## src/rtl/fifo_to_nvme_reader.sv

```systemverilog
// Drain engine for the single-entry NVMe CDC FIFO: pops one wide entry, checks its header,
// and streams its payload out as BEAT_WIDTH beats on a valid/ready interface.
module fifo_to_nvme_reader #(
  parameter int unsigned DATA_WIDTH = 771,
  parameter int unsigned BEAT_WIDTH = 256,
  parameter int unsigned MAX_BEATS  = 3,
  parameter int unsigned CNT_WIDTH  = 16
) (
  input  logic                  rdclk,
  input  logic                  aclr,
  input  logic                  rdempty,
  input  logic [DATA_WIDTH-1:0] q,
  output logic                  rdreq,
  output logic [BEAT_WIDTH-1:0] beat_data,
  output logic                  beat_valid,
  input  logic                  beat_ready,
  output logic                  beat_last,
  output logic                  err_pulse,
  output logic [CNT_WIDTH-1:0]  entry_count,
  output logic                  busy
);

  typedef enum logic [1:0] {StIdle, StLoad, StSend} state_e;

  state_e                state_q, state_d;
  logic [DATA_WIDTH-1:0] hold_q;
  logic [1:0]            idx_q;
  logic                  err_q;
  logic [CNT_WIDTH-1:0]  count_q;

  logic [1:0] q_nm1;
  logic [1:0] hold_nm1;
  logic       hold_last;
  logic       at_last_beat;

  assign q_nm1        = q[DATA_WIDTH-2:DATA_WIDTH-3];
  assign hold_nm1     = hold_q[DATA_WIDTH-2:DATA_WIDTH-3];
  assign hold_last    = hold_q[DATA_WIDTH-1];
  assign at_last_beat = (idx_q == hold_nm1);

  always_comb begin
    state_d    = state_q;
    rdreq      = 1'b0;
    beat_valid = 1'b0;
    beat_last  = 1'b0;
    unique case (state_q)
      StIdle: begin
        // Gated by aclr so the pop request is also forced low while in reset.
        rdreq = !rdempty && !aclr;
        if (!rdempty) state_d = StLoad;
      end
      StLoad: begin
        state_d = (q_nm1 == 2'b11) ? StIdle : StSend;
      end
      StSend: begin
        beat_valid = 1'b1;
        beat_last  = at_last_beat && hold_last;
        if (beat_ready && at_last_beat) state_d = StIdle;
      end
      default: state_d = StIdle;
    endcase
  end

  always_comb begin
    beat_data = '0;
    for (int i = 0; i < MAX_BEATS; i++) begin
      if (idx_q == 2'(i)) beat_data = hold_q[i*BEAT_WIDTH +: BEAT_WIDTH];
    end
  end

  always_ff @(posedge rdclk or posedge aclr) begin
    if (aclr) begin
      state_q <= StIdle;
      hold_q  <= '0;
      idx_q   <= '0;
      err_q   <= 1'b0;
      count_q <= '0;
    end else begin
      state_q <= state_d;
      err_q   <= (state_q == StLoad) && (q_nm1 == 2'b11);
      if (state_q == StLoad) begin
        hold_q <= q;
        idx_q  <= '0;
      end else if (state_q == StSend && beat_ready) begin
        if (at_last_beat) count_q <= count_q + CNT_WIDTH'(1);
        else              idx_q   <= idx_q + 2'd1;
      end
    end
  end

  assign err_pulse   = err_q;
  assign entry_count = count_q;
  assign busy        = (state_q != StIdle);

endmodule

```

## config.mk

```make
export PLATFORM = sky130hd
export DESIGN_NAME = fifo_to_nvme_reader
export DESIGN_NICKNAME = d
export VERILOG_FILES = /design/src/rtl/fifo_to_nvme_reader.sv
export SDC_FILE = /design/constraint.sdc
export NUM_CORES = 2
export LEC_CHECK = 0
export CORE_AREA = 2 2 411 413
export CTS_CLUSTER_DIAMETER = 150
export DETAILED_ROUTE_END_ITERATION = 10
export DIE_AREA = 0 0 413 415
export SLEW_MARGIN = 10
export SYNTH_ARGS = -nofsm -noshare
export SYNTH_HDL_FRONTEND = slang
export SYNTH_SLANG_ARGS = --single-unit
```

## constraint.sdc

```tcl
create_clock -name rdclk -period 51.9 [get_ports rdclk]
set_input_delay 5.19 -clock rdclk [delete_from_list [all_inputs] [get_ports rdclk]]
set_output_delay 5.19 -clock rdclk [all_outputs]
set_load 0.1 [all_outputs]
```

---- Word-level counts from Yosys, hierarchy flattened ----
Index checks and enable logic that the tools add are counted.
storage, ports and cells
  bits in registers ....................... 792
  output and inout bits ................... 277
  word-level logic and storage cells ...... 44
cells by class
  add/subtract/negate cells ............... 2
  equal/unequal tests ..................... 9
  muxes and demuxes ....................... 13
  bitwise gates (word level) .............. 1
  reduce and logical (&&, ||, !) cells .... 14
operator list
  kind                   count
  $mux 256               3
  $add 16x1->16 const B  1
  $mux 2                 6
  $eq 2x2->1 const B     3
  $pmux 2 s3             1
  $logic_and 1x1->1      5
  $eq 2x1->1 const B     2
  $logic_not 2->1        2
  $ne 2x2->1 const B     2
  $reduce_and 2->1       2
  $reduce_bool 2->1      2
  $mux 1                 3
  $reduce_and 3->1       1
  $add 2x1->2 const B    1
  $eq 2x2->1             1
  $logic_not 1->1        2
  $ne 2x1->1 const B     1
  $not 1->1              1

---- Depth between registers and ports, before layout ----
  word-level depth ........................ 4
  gate-level depth with buffers ........... 9

---- Worst setup path after synthesis ----
OpenSTA, ideal clock, no wires.
  path type ............................... in2out
  start ................................... in rdempty
  end ..................................... out rdreq
  arrival time ............................ 7.288 ns
  required time ........................... 46.710 ns
  path slack .............................. 39.422 ns
  stages on the path ...................... 1
  buffers on the path ..................... 0
  cell sequence ........................... nor3_1
between the ends
  word-level cells in the longest chain between the ends .. 3
ends and longest elaborated chain
  what                RTL line  text
  start: declaration  11        input logic rdempty,
  $logic_not 1->1     -
  $logic_and 1x1->1   49        rdreq = !rdempty && !aclr;
  $mux 1              46        unique case (state_q)
  end: declaration    13        output logic rdreq,
Every way passes these cells.

---- Final worst setup path ----
  start ................................... in aclr
  end ..................................... out rdreq
between the ends
  word-level cells in the longest chain between the ends .. 3
ends and longest elaborated chain
  what                       RTL line  text
  start: declaration         10        input logic aclr,
  $logic_not 1->1 (no line)  -
  $logic_and 1x1->1          49
  $mux 1                     46
Every way passes these cells.

==> flow_summary.yaml <==
setup_path:
  r2r_cells: 5
  r2r_slack_ps: 47560
  path_max_fanout: 2
  critical_path.max_stage_delay_ps: 1290
  cp.arrival_ps: 7720
  r2r-start: "state_q[1]"
  path_delay_family: "buffers and inverters"
  cp_cell_sequence: "clkdlybuf4s50_1, nor3_1, clkdlybuf4s50_1"
  cp_num_buf_inv: 2
  reg2reg_to: "hold_q[107]"
  startpoint_type: "input port"
  crit_path_end_kind: "output port"
  crit_slowest_cell: "clkdlybuf4s50_1"
  critPathKind: "in -> out"
  required_ps: 46710
  cpMostUsedCell: "clkdlybuf4s50_1"
global_routing:
  first_global_vias: 26110
  overflow: 0
  grt_pass1_wl_um: 195000
  grt_max_degree: 177
  antenna_found_initial: 54
  grt_usage_pct: 15.8
clock_network:
  h-tree-depth: 3
  cts_buffer_depth: 3
  cts_resized: 0
  cts_hold_buf: 0
  postCtsSetupBuffers: 0
  clk_latency_ps: 720
  cts_buffers: 96
  path_clk_slew_ps: 60
  cts-root-buf: "clkbuf_16"
  cts.sinks: 792
  tritoncts: "done"
logic_synthesis:
  syn_area_mm2: 0.0347
  synth_edf_count: 0
  yosysSeqAreaShare_pct: 57.1
  syn_avg_cell_area_um2: 13.3
  synthArstFlopShare_pct: 100
  ys_types: 32
  yosysWarnings: 0
  ys.flop_type: "dfrtp_1"
  netlist_instances: 2602
  synth_seq_cells: 792
  syn_nets: 3381
routing:
  top_layer: "met5"
  wl_met2_um: 67500
  met3_length_um: 10800
  route.vias.total: 25858
  met1_length_um: 59100
  postRouteAntennaNets: 0
  drc: 0
  via_per_inst: 4.40
  firstDrtPassIters: 7
  dr.first_iter.drc_count: 1576
  wl_per_cell_um: 23.9
  wl_um: 141000
placed_design:
  hpwlAfterDp_um: 104000
  portBuffers: 1051
  placed_area_mm2: 0.0468
  gp_congestion: 0.931
  dpl_worst_slack_ps: 39040
sta:
  fin_crit_sh_pct: 24.9
  worst_slew_pin_slew_ps: 1210
  rsz0062_at_grt: "false"
  setup_viol: 0
  fmax_mhz: 77.4
  setup_tns_ps: 0
  setup_ws_ps: 38990
  final-max-slew-violation-count: 0
  clock_skew_ps: 31.8
  finalCriticalPeriod_ps: 12910
  finalHoldViolCount: 0
  slew_headroom_pct: 18.9
finish:
  fillerInstances: 16980
  multi_input_area_mm2: 0.0134
  areaGrowthSynthToFinish_pct: 44.5
  nNetsFinal: 4359
  drive_gt1_share_pct: 26.7
  final_cell_mix: "clkdlybuf4s50_1 (1047), dfrtp_1 (792), mux2_2 (771)"
  ff_latch_area_mm2: 0.0198
  mostFrequentLayoutCell: "clkdlybuf4s50_1"
  final_area_mm2: 0.0501
run:
  maxCapViolations: 0
status:
  outcome: "finished clean"
worst_hold_path:
  hp-class: "reg -> reg"
  min_path_cells: 1
  hold_path_end: "entry_count[15]"
  hp-start: "entry_count[15]"
floorplanning:
  fp.dieW_um: 413
  rows: 150
  die_h_um: 415
  initial_core_util_pct: 20.8
  core_mm2: 0.167
  die-area_mm2: 0.171
  num_io_pins: 1052
-- state kept, by name, indices dropped and copies added, names as in the netlist --
signal	count
hold_q	771
entry_count	16
idx_q	2
state_q	2
err_pulse	1
-- how the worst max path moves through the flow --
| stage | startpoint | slack [ps] | cells past startpoint | end |
|---|---|---|---|---|
| CTS | aclr | 39040 | 3 | rdreq |
| global placement | aclr | 39040 | 3 | rdreq |
| global route | aclr | 39030 | 3 | rdreq |
| detailed placement | aclr | 39040 | 3 | rdreq |
| floorplan | aclr | 24470 | 1 | entry_count[0] |
| finish | aclr | 38990 | 3 | rdreq |
-- stage by stage --
step	std cells	hold slack, ps	util [%]
6_report	5883	480	30.1
4_1_cts	5862	476	30.1
2_1_floorplan	2602	472	-
3_3_place_gp	5686	466	28.1
5_1_grt	5874	506	30.1
3_5_place_dp	5686	463	28.1
-- cell families (layout without fill, tap and decap cells) --
logic type / Yosys count / count (layout) / synth area share [%]
simple gates: 295 / 295 / 3.46
xor+xnor: 18 / 18 / 0.498
buf+inv: 206 / 1262 / 4.38
compound gates: 514 / 514 / 9.28
other cells: 0 / 21 / 0
fa+ha+maj: 4 / 4 / 0.144
mux: 773 / 773 / 25.1
flops: 792 / 792 / 57.1
-- layer usage --
metal  vias to the layer above  GRT usage (%)
li1                      11410              -
met1                     13322           20.1
met2                       907           25.8
met3                       207           4.94
met4                        12           4.25
met5                         -              0
-- cell type report --
type | count | share of cell area [%]
clock inverters | 37 | 0.873
clock buffers | 139 | 5.66
diodes | 21 | 0.105
multi-input cells | 1604 | 26.7
well taps | 2204 | 5.50
inverters | 3 | 0.0374
flip-flops and latches | 792 | 39.5
repair buffers | 1083 | 21.6
-- Yosys cell counts (3+ instances only) --
| cell | count | area share, % |
|---|---|---|
| a22oi_1 | 255 | 5.5 |
| and3_1 | 6 | 0.11 |
| buf_2 | 49 | 0.71 |
| buf_4 | 10 | 0.22 |
| buf_6 | 86 | 2.8 |
| clkbuf_1 | 56 | 0.61 |
| dfrtp_1 | 792 | 57 |
| ha_1 | 4 | 0.14 |
| inv_1 | 3 | 0.032 |
| mux2_2 | 771 | 25 |
| nand2_1 | 263 | 2.8 |
| nand3_1 | 3 | 0.043 |
| nand4_1 | 7 | 0.13 |
| nor2_1 | 5 | 0.054 |
| nor2b_1 | 3 | 0.054 |
| o21ai_0 | 256 | 3.7 |
| xnor2_1 | 14 | 0.35 |
-- worst register-to-register path: stages, from the launching register on --
cell,delay (ps)
dfrtp_1,430
nor2b_4,660
buf_4,890
buf_12,640
buf_4,1110
mux2_2,470
Power is left out: the tool's default activity adds up to more than one toggle a clock period on the data nets, which glitch-free logic cannot reach.
